$ cat src/rtl/btn_debounce.sv
`default_nettype none
// ============================================================================
// Module   : btn_debounce
// Purpose  : Four-channel debouncer for active-low mechanical push buttons.
//            Each raw input is synchronised with two flip-flops. A per-button
//            counter accepts a new level only after DEBOUNCE_CYCLES
//            consecutive cycles in which the synchronised value differs
//            from the accepted level. A one-cycle press strobe fires when a
//            button becomes pressed.
//            Optional feature: define BTN_TOGGLE_EN to add a per-button
//            toggle flop that flips one cycle after each press strobe.
//            Without the macro, TOGGLE is tied low and has no flops.
// Ports    : clk                  system clock, rising edge
//            rst                  asynchronous reset, active-high
//            BOTON0..BOTON3       raw buttons, active-low, asynchronous
//            BTN0..BTN3           debounced levels, active-low
//            PRESS[3:0]           one-cycle press strobes, active-high
//            TOGGLE[3:0]          per-button toggle state (0 when disabled)
// Revision : 1.0  initial release
// ============================================================================
module btn_debounce #(
    parameter int DEBOUNCE_CYCLES = 12000
) (
    input  logic       clk,
    input  logic       rst,
    input  logic       BOTON0,
    input  logic       BOTON1,
    input  logic       BOTON2,
    input  logic       BOTON3,
    output logic       BTN0,
    output logic       BTN1,
    output logic       BTN2,
    output logic       BTN3,
    output logic [3:0] PRESS,
    output logic [3:0] TOGGLE
);

    localparam int                 CNT_W   = $clog2(DEBOUNCE_CYCLES);
    localparam logic [CNT_W-1:0]   CNT_MAX = CNT_W'(DEBOUNCE_CYCLES - 1);

    logic [3:0] w_boton;
    logic [3:0] w_state;
    logic [3:0] w_press;
    logic [3:0] w_toggle;

    assign w_boton = {BOTON3, BOTON2, BOTON1, BOTON0};

    generate
        for (genvar gi = 0; gi < 4; gi++) begin : g_btn
            logic             sync1_q;
            logic             sync2_q;
            logic             state_q;
            logic             state_d;
            logic             press_q;
            logic             press_d;
            logic [CNT_W-1:0] cnt_q;
            logic [CNT_W-1:0] cnt_d;

            // Any cycle where the synchronised level matches the accepted
            // level clears the count, so a glitch must persist for
            // DEBOUNCE_CYCLES uninterrupted cycles to be accepted.
            always_comb begin
                state_d = state_q;
                cnt_d   = '0;
                press_d = 1'b0;
                if (sync2_q == state_q) begin
                    cnt_d = '0;
                end else if (cnt_q == CNT_MAX) begin
                    state_d = sync2_q;
                    cnt_d   = '0;
                    // Only a 1->0 acceptance is a press; releases are silent.
                    press_d = ~sync2_q;
                end else begin
                    cnt_d = cnt_q + 1'b1;
                end
            end

            // The press strobe is registered on the same edge as the state,
            // so it is high in exactly the first cycle the button reads low.
            always_ff @(posedge clk or posedge rst) begin
                if (rst) begin
                    sync1_q <= 1'b1;
                    sync2_q <= 1'b1;
                    state_q <= 1'b1;
                    cnt_q   <= '0;
                    press_q <= 1'b0;
                end else begin
                    sync1_q <= w_boton[gi];
                    sync2_q <= sync1_q;
                    state_q <= state_d;
                    cnt_q   <= cnt_d;
                    press_q <= press_d;
                end
            end

            assign w_state[gi] = state_q;
            assign w_press[gi] = press_q;

`ifdef BTN_TOGGLE_EN
            logic toggle_q;

            always_ff @(posedge clk or posedge rst) begin
                if (rst) begin
                    toggle_q <= 1'b0;
                end else begin
                    toggle_q <= toggle_q ^ press_q;
                end
            end

            assign w_toggle[gi] = toggle_q;
`else
            assign w_toggle[gi] = 1'b0;
`endif
        end
    endgenerate

    assign BTN0   = w_state[0];
    assign BTN1   = w_state[1];
    assign BTN2   = w_state[2];
    assign BTN3   = w_state[3];
    assign PRESS  = w_press;
    assign TOGGLE = w_toggle;

endmodule
`default_nettype wire

$ cat config.mk
export PLATFORM = sky130hd
export DESIGN_NAME = btn_debounce
export DESIGN_NICKNAME = d
export VERILOG_FILES = /design/src/rtl/btn_debounce.sv
export SDC_FILE = /design/constraint.sdc
export NUM_CORES = 1
export LEC_CHECK = 0
export ABC_AREA = 1
export CAP_MARGIN = 25
export CORE_ASPECT_RATIO = 1.1
export CORE_MARGIN = 2
export CORE_UTILIZATION = 45
export CTS_BUF_LIST = sky130_fd_sc_hd__clkbuf_2
export DETAILED_ROUTE_END_ITERATION = 16
export PLACE_DENSITY = 0.73
export SLEW_MARGIN = 20
export SYNTH_ARGS = -nofsm -noshare
export SYNTH_HDL_FRONTEND = slang
export SYNTH_SLANG_ARGS = --single-unit
$ cat constraint.sdc
create_clock -name clk -period 7 [get_ports clk]
set_input_delay 2.1 -clock clk [delete_from_list [all_inputs] [get_ports clk]]
set_output_delay 2.1 -clock clk [all_outputs]
set_load 0.01 [all_outputs]
==> reports/results.tsv, run 1 <==
stage	metric	value	unit
run_status	outcome	completed	
layout	drive_gt1_share	11.6	%
grt	grt_max_degree	62	
sta	slew_violations	0	
sta	rsz0062_at_grt	false	
sta	final.period_utilization	53.7	%
sta	totalNegativeSetupSlack	0	ps
die	dieArea	0.00889	mm²
cts	tritoncts	yes	
sta	setup_violations	0	
synthesis	synthCells	441	
layout	finalInstanceArea	0.00402	mm²
cts	post_cts_buffers	0	
setup_path	crit_slowest_cell	dfstp_2	
die	die_h	98.7	µm
layout	antennaDiodeCount	0	
route	drc_errors	0	
setup_path	cp-end-kind	output port	
die	rows	34	
setup_path	startpoint_type	register	
placed_design	portBuffers	13	
pwr	leakage	1.72	nW
synthesis	synth_edf_count	0	
pwr	ir_drop	0.130	mV
route	drt_iter0_drc	69	
route	drt-wirelength-per-cell	10.7	µm
placed_design	placed_cells	556	
setup_path	cp.required	4900	ps
sta	skew	30.3	ps
sta	fin_crit	3760	ps
placed_design	gp_congestion	0.842	
setup_path	path_buf_inv	1	
cts	cts_htree_levels	3	
route	num_vias	2707	
route	postRouteAntennaNets	0	
worst_hold_path	hp-class	register to register	
route	totalWireLength	6120	µm
synthesis	synth.distinct_cells	26	
synthesis	ys_ff_latch	72	
grt	grt_pass1_vias	2758	
cts	cts_buffers	9	
layout	final_cell_mix	nor2_1, nand2_1, dfrtp_1	
sta	slew_headroom	50.0	%
layout	post-route-util	50.8	%
cts	ctsResizeCount	0	
setup_path	cpLargestDelayFamily	flip-flops	
route	firstDrtPassIters	4	
grt	antenna_found_initial	0	
setup_path	arrival	1660	ps
layout	final_common_cell	nor2_1	
cts	cts.path.max_buffers	2	
die	die_x	90.1	µm
setup_path	critPathKind	register to output port	
setup_path	worstPathCellList	clkdlybuf4s50_1	
cts	clockRootBuffer	clkbuf_2	
synthesis	synthesis.area	0.00367	mm²
synthesis	yosys_most_used_dff	dfrtp_1	
die	core	0.00791	mm²
cts	clock_sinks	72	
die	ioPinCount	18	
die	start_util	46.3	%
layout	area_growth	9.73	%
synthesis	synthArstFlopShare	100	%
placed_design	placed_area	0.00386	mm²
cts	hold_buffers	0	
cts	clk_pin_slew_worst_paths	200	ps
sta	fmax	266	MHz
layout	stdcell_count	572	
job	cap_viol_max_count	0	
synthesis	yosysSeqAreaShare	49.6	%
grt	overflow	0	
cts	clk_latency	540	ps
sta	worst_slew_pin_slew	750	ps
synthesis	syn_avg_cell_area	8.31	µm²
route	avgViaCountPerCell	4.73	
setup_path	worstPathMaxFanout	4	
synthesis	yosysWarnings	0	
layout	fin_nets	473	
sta	finalHoldViolations	0	
placed_design	dp_hpwl	4410	µm
grt	grt_pass1_wl	11500	µm
pwr	p_per_area	192	mW/mm²
grt	grtUsageTotal	15.8	%
setup_path	critical-path-max-stage-delay	600	ps
sta	timing.hold.ws	363	ps
-- kinds of logic (layout without fill, tap and decap cells) --
logic type / after synthesis / count (layout) / synth area share [%]
AO/OA/AOI/OAI: 15 / 15 / 2.73
AND/OR/NAND/NOR: 259 / 259 / 30.5
XOR/XNOR: 30 / 30 / 7.17
adder cells (fa/ha/maj): 8 / 8 / 2.73
flip-flops: 72 / 72 / 49.6
other: 1 / 4 / 0.102
buffers and inverters: 56 / 76 / 7.20
-- Yosys cell counts, types with 5 or more instances --
library cell  number  area (µm²)
nand4_1           10        62.6
inv_1             44         165
buf_4              8        60.1
ha_1               8         100
xor2_1            19         166
dfstp_2           12         315
nand2_2            5        31.3
nand3_1           20         100
xnor2_1           11        96.3
nor2_1           102         383
nand2_1           96         360
nor2_2            13        81.3
dfrtp_1           60        1500
o21bai_1           9        67.6
o21ai_0            5        25.0
-- layer usage --
layer | up-vias | global-route usage (%) | wire [µm]
met2 | 45 | 26.4 | 2920
met3 | 13 | 3.98 | 211
met5 | - | 0 | 0
li1 | 1386 | - | -
met1 | 1263 | 19.6 | 2860
met4 | 0 | 7.10 | 124
-- power by group --
group / internal, mW / switching (mW) / total [mW]
clock network: 0.154 / 0.156 / 0.310
registers: 0.426 / 0.00701 / 0.433
logic: 0.00960 / 0.0209 / 0.0305
total: 0.590 / 0.184 / 0.774
-- area by class of cell --
type	count	area [µm²]
tap	108	135
sequential	72	1820
clock buffer	9	45.0
timing repair buffer	14	138
clock inverter	7	119
inverter	46	173
fill	753	3890
multi-input combinational	316	1600
-- flip-flops by register name (all words and copies together), names as in the netlist --
signal         cells
BTN0               1
BTN1               1
BTN2               1
BTN3               1
g_btn.cnt_q       56
g_btn.press_q      4
g_btn.sync1_q      4
g_btn.sync2_q      4
-- metrics by stage --
stage               total power, mW  setup WS (ps)
floorplan                     0.465           3090
global placement              0.471           3570
detailed placement            0.472           3530
CTS                           0.783           3200
global route                  0.807           3160
finish                        0.774           3240
-- path summary, 6_finish.rpt --
check | depth (start not counted) | to | start | slack [ps]
worst max-delay path | 1 | BTN2 | BTN2$_DFFE_PP1P_ | 3240
worst min-delay path | 0 | g_btn[2].sync2_q$_DFF_PP1_ | g_btn[2].sync1_q$_DFF_PP1_ | 360
worst max register to register | 8 | g_btn[1].cnt_q[6]$_DFF_PP0_ | g_btn[1].cnt_q[0]$_DFF_PP0_ | 5450
worst min register to register | 0 | g_btn[2].sync2_q$_DFF_PP1_ | g_btn[2].sync1_q$_DFF_PP1_ | 360
max in group asynchronous | 3 | g_btn[2].cnt_q[0]$_DFF_PP0_ | rst | 4210
min in group asynchronous | 2 | g_btn[0].cnt_q[12]$_DFF_PP0_ | rst | 1780
-- worst reg2reg max path: cells and delay by family (launching register included) --
kind	cells	cell delay, ps
buf+inv	1	80
simple gates	6	730
fa+ha+maj	1	190
flops	1	460
(Power assumes the default switching activity.)
==> inputs of run 2 (changes only) <==
--- a/config.mk
+++ b/config.mk
@@ -12,7 +12,7 @@
 export CORE_UTILIZATION = 45
 export CTS_BUF_LIST = sky130_fd_sc_hd__clkbuf_2
 export DETAILED_ROUTE_END_ITERATION = 16
-export PLACE_DENSITY = 0.73
+export PLACE_DENSITY = 0.76
 export SLEW_MARGIN = 20
 export SYNTH_ARGS = -nofsm -noshare
 export SYNTH_HDL_FRONTEND = slang
==> constraint.sdc (replaced) <==
create_clock -name clk -period 3.4 [get_ports clk]
set_input_delay 1.02 -clock clk [delete_from_list [all_inputs] [get_ports clk]]
set_output_delay 1.02 -clock clk [all_outputs]
set_load 0.01 [all_outputs]
==> run 2 against run 1 <==
Register-to-register slack worse by 3600 ps; via count decreased by 0.74%; cell count is the same; power is 84% higher; critical path depth did not move; utilization down 0.52 points; clock skew grew 3.1 ps; sequential power grew 110%; routed wire length rose by 1.1%; combinational power rose by 110%.
==> reports/results.tsv, run 2 (same netlist as run 1, synthesis figures left out) <==
stage	metric	value	unit
layout	antennaDiodeCount	0	
sta	rsz0062_at_grt	false	
setup_path	critical-path-max-stage-delay	600	ps
setup_path	critPathKind	register to output port	
cts	clk_pin_slew_worst_paths	200	ps
sta	fmax	379	MHz
setup_path	cpLargestDelayFamily	flip-flops	
die	die_h	98.7	µm
cts	post_cts_buffers	0	
route	num_vias	2687	
layout	final_common_cell	nor2_1	
cts	hold_buffers	0	
run_status	outcome	completed	
sta	fin_crit	2640	ps
cts	clockRootBuffer	clkbuf_2	
die	start_util	46.3	%
cts	cts_buffers	9	
grt	grt_pass1_wl	11200	µm
sta	totalNegativeSetupSlack	0	ps
route	avgViaCountPerCell	4.70	
die	ioPinCount	18	
setup_path	worstPathMaxFanout	4	
setup_path	cp-end-kind	output port	
setup_path	worstPathCellList	clkdlybuf4s50_1	
layout	area_growth	8.60	%
grt	met2_usage	26.9	%
route	drt-wirelength-per-cell	10.8	µm
cts	ctsResizeCount	0	
placed_design	dp_hpwl	4540	µm
route	firstDrtPassIters	4	
sta	timing.hold.ws	358	ps
grt	top_usage_layer	met2	
layout	finalInstanceArea	0.00398	mm²
layout	largest_register_ffs	56	
sta	finalHoldViolations	0	
cts	tritoncts	yes	
worst_hold_path	hp-class	register to register	
route	postRouteAntennaNets	0	
route	totalWireLength	6180	µm
setup_path	startpoint_type	register	
setup_path	crit_slowest_cell	dfstp_2	
route	drt_iter0_drc	103	
placed_design	portBuffers	13	
setup_path	arrival	1620	ps
layout	n_fill_cell	748	
grt	grt_use_met3	3.90	%
sta	skew	33.4	ps
grt	grt_max_degree	56	
placed_design	placed_area	0.00387	mm²
layout	drive_gt1_share	11.4	%
setup_path	path_buf_inv	1	
layout	regMostFlops	g_btn.cnt_q	
setup_path	cp.required	2380	ps
die	die_x	90.1	µm
grt	antenna_found_initial	0	
grt	grtUsageTotal	15.4	%
grt	grtUsageMet1	18.7	%
sta	slew_violations	0	
die	rows	34	
grt	overflow	0	
sta	final.period_utilization	77.6	%
route	drc_errors	0	
cts	cts_htree_levels	3	
pwr	ir_drop	0.209	mV
sta	setup_violations	0	
die	dieArea	0.00889	mm²
layout	final_cell_mix	nor2_1, nand2_1, dfrtp_1	
job	cap_viol_max_count	0	
placed_design	gp_congestion	0.853	
grt	grt_pass1_vias	2693	
pwr	leakage	1.71	nW
cts	clk_latency	500	ps
cts	clock_sinks	72	
die	core	0.00791	mm²
cts	cts.path.max_buffers	2	
layout	fin_nets	473	
pwr	p_per_area	358	mW/mm²
==> run 2: area by class of cell <==
type | count | area, µm² | area share (%)
multi-input combinational | 316 | 1600 | 40.1
timing repair buffer | 14 | 150 | 3.77
tap | 108 | 135 | 3.39
inverter | 46 | 173 | 4.34
sequential | 72 | 1820 | 45.6
clock buffer | 10 | 50.0 | 1.26
clock inverter | 6 | 60.1 | 1.51
==> run 2: path summary, 6_finish.rpt <==
kind,startpoint,endpoint,slack [ps],depth (start not counted)
setup / recovery,BTN2$_DFFE_PP1P_,BTN2,760,1
hold / removal,g_btn[2].sync1_q$_DFF_PP1_,g_btn[2].sync2_q$_DFF_PP1_,360,0
setup reg to reg,g_btn[1].cnt_q[1]$_DFF_PP0_,g_btn[1].cnt_q[10]$_DFF_PP0_,1840,8
hold reg to reg,g_btn[2].sync1_q$_DFF_PP1_,g_btn[2].sync2_q$_DFF_PP1_,360,0
max in group asynchronous,rst,g_btn[0].sync1_q$_DFF_PP1_,1940,3
min in group asynchronous,rst,g_btn[2].press_q$_DFF_PP0_,790,2
==> run 2: report_power, final <==
group | internal [mW] | switching (mW) | total, mW
clock network | 0.169 | 0.301 | 0.470
registers | 0.878 | 0.0142 | 0.892
logic | 0.0215 | 0.0437 | 0.0652
==> run 2: through the flow <==
step,instances,power [mW],setup slack (ps),util (%)
floorplan,444,0.957,575,-
global placement,556,0.971,1320,48.9
detailed placement,556,0.974,1310,48.9
CTS,572,1.45,720,50.3
global route,572,1.50,662,50.3
finish,572,1.43,763,50.3
==> run 2: layer usage <==
| layer | share of wire, % | vias to the layer above |
|---|---|---|
| met4 | 0.79 | 0 |
| met1 | 45 | 1256 |
| met2 | 51 | 35 |
| met5 | 0 | - |
| met3 | 3.9 | 4 |
| li1 | - | 1392 |
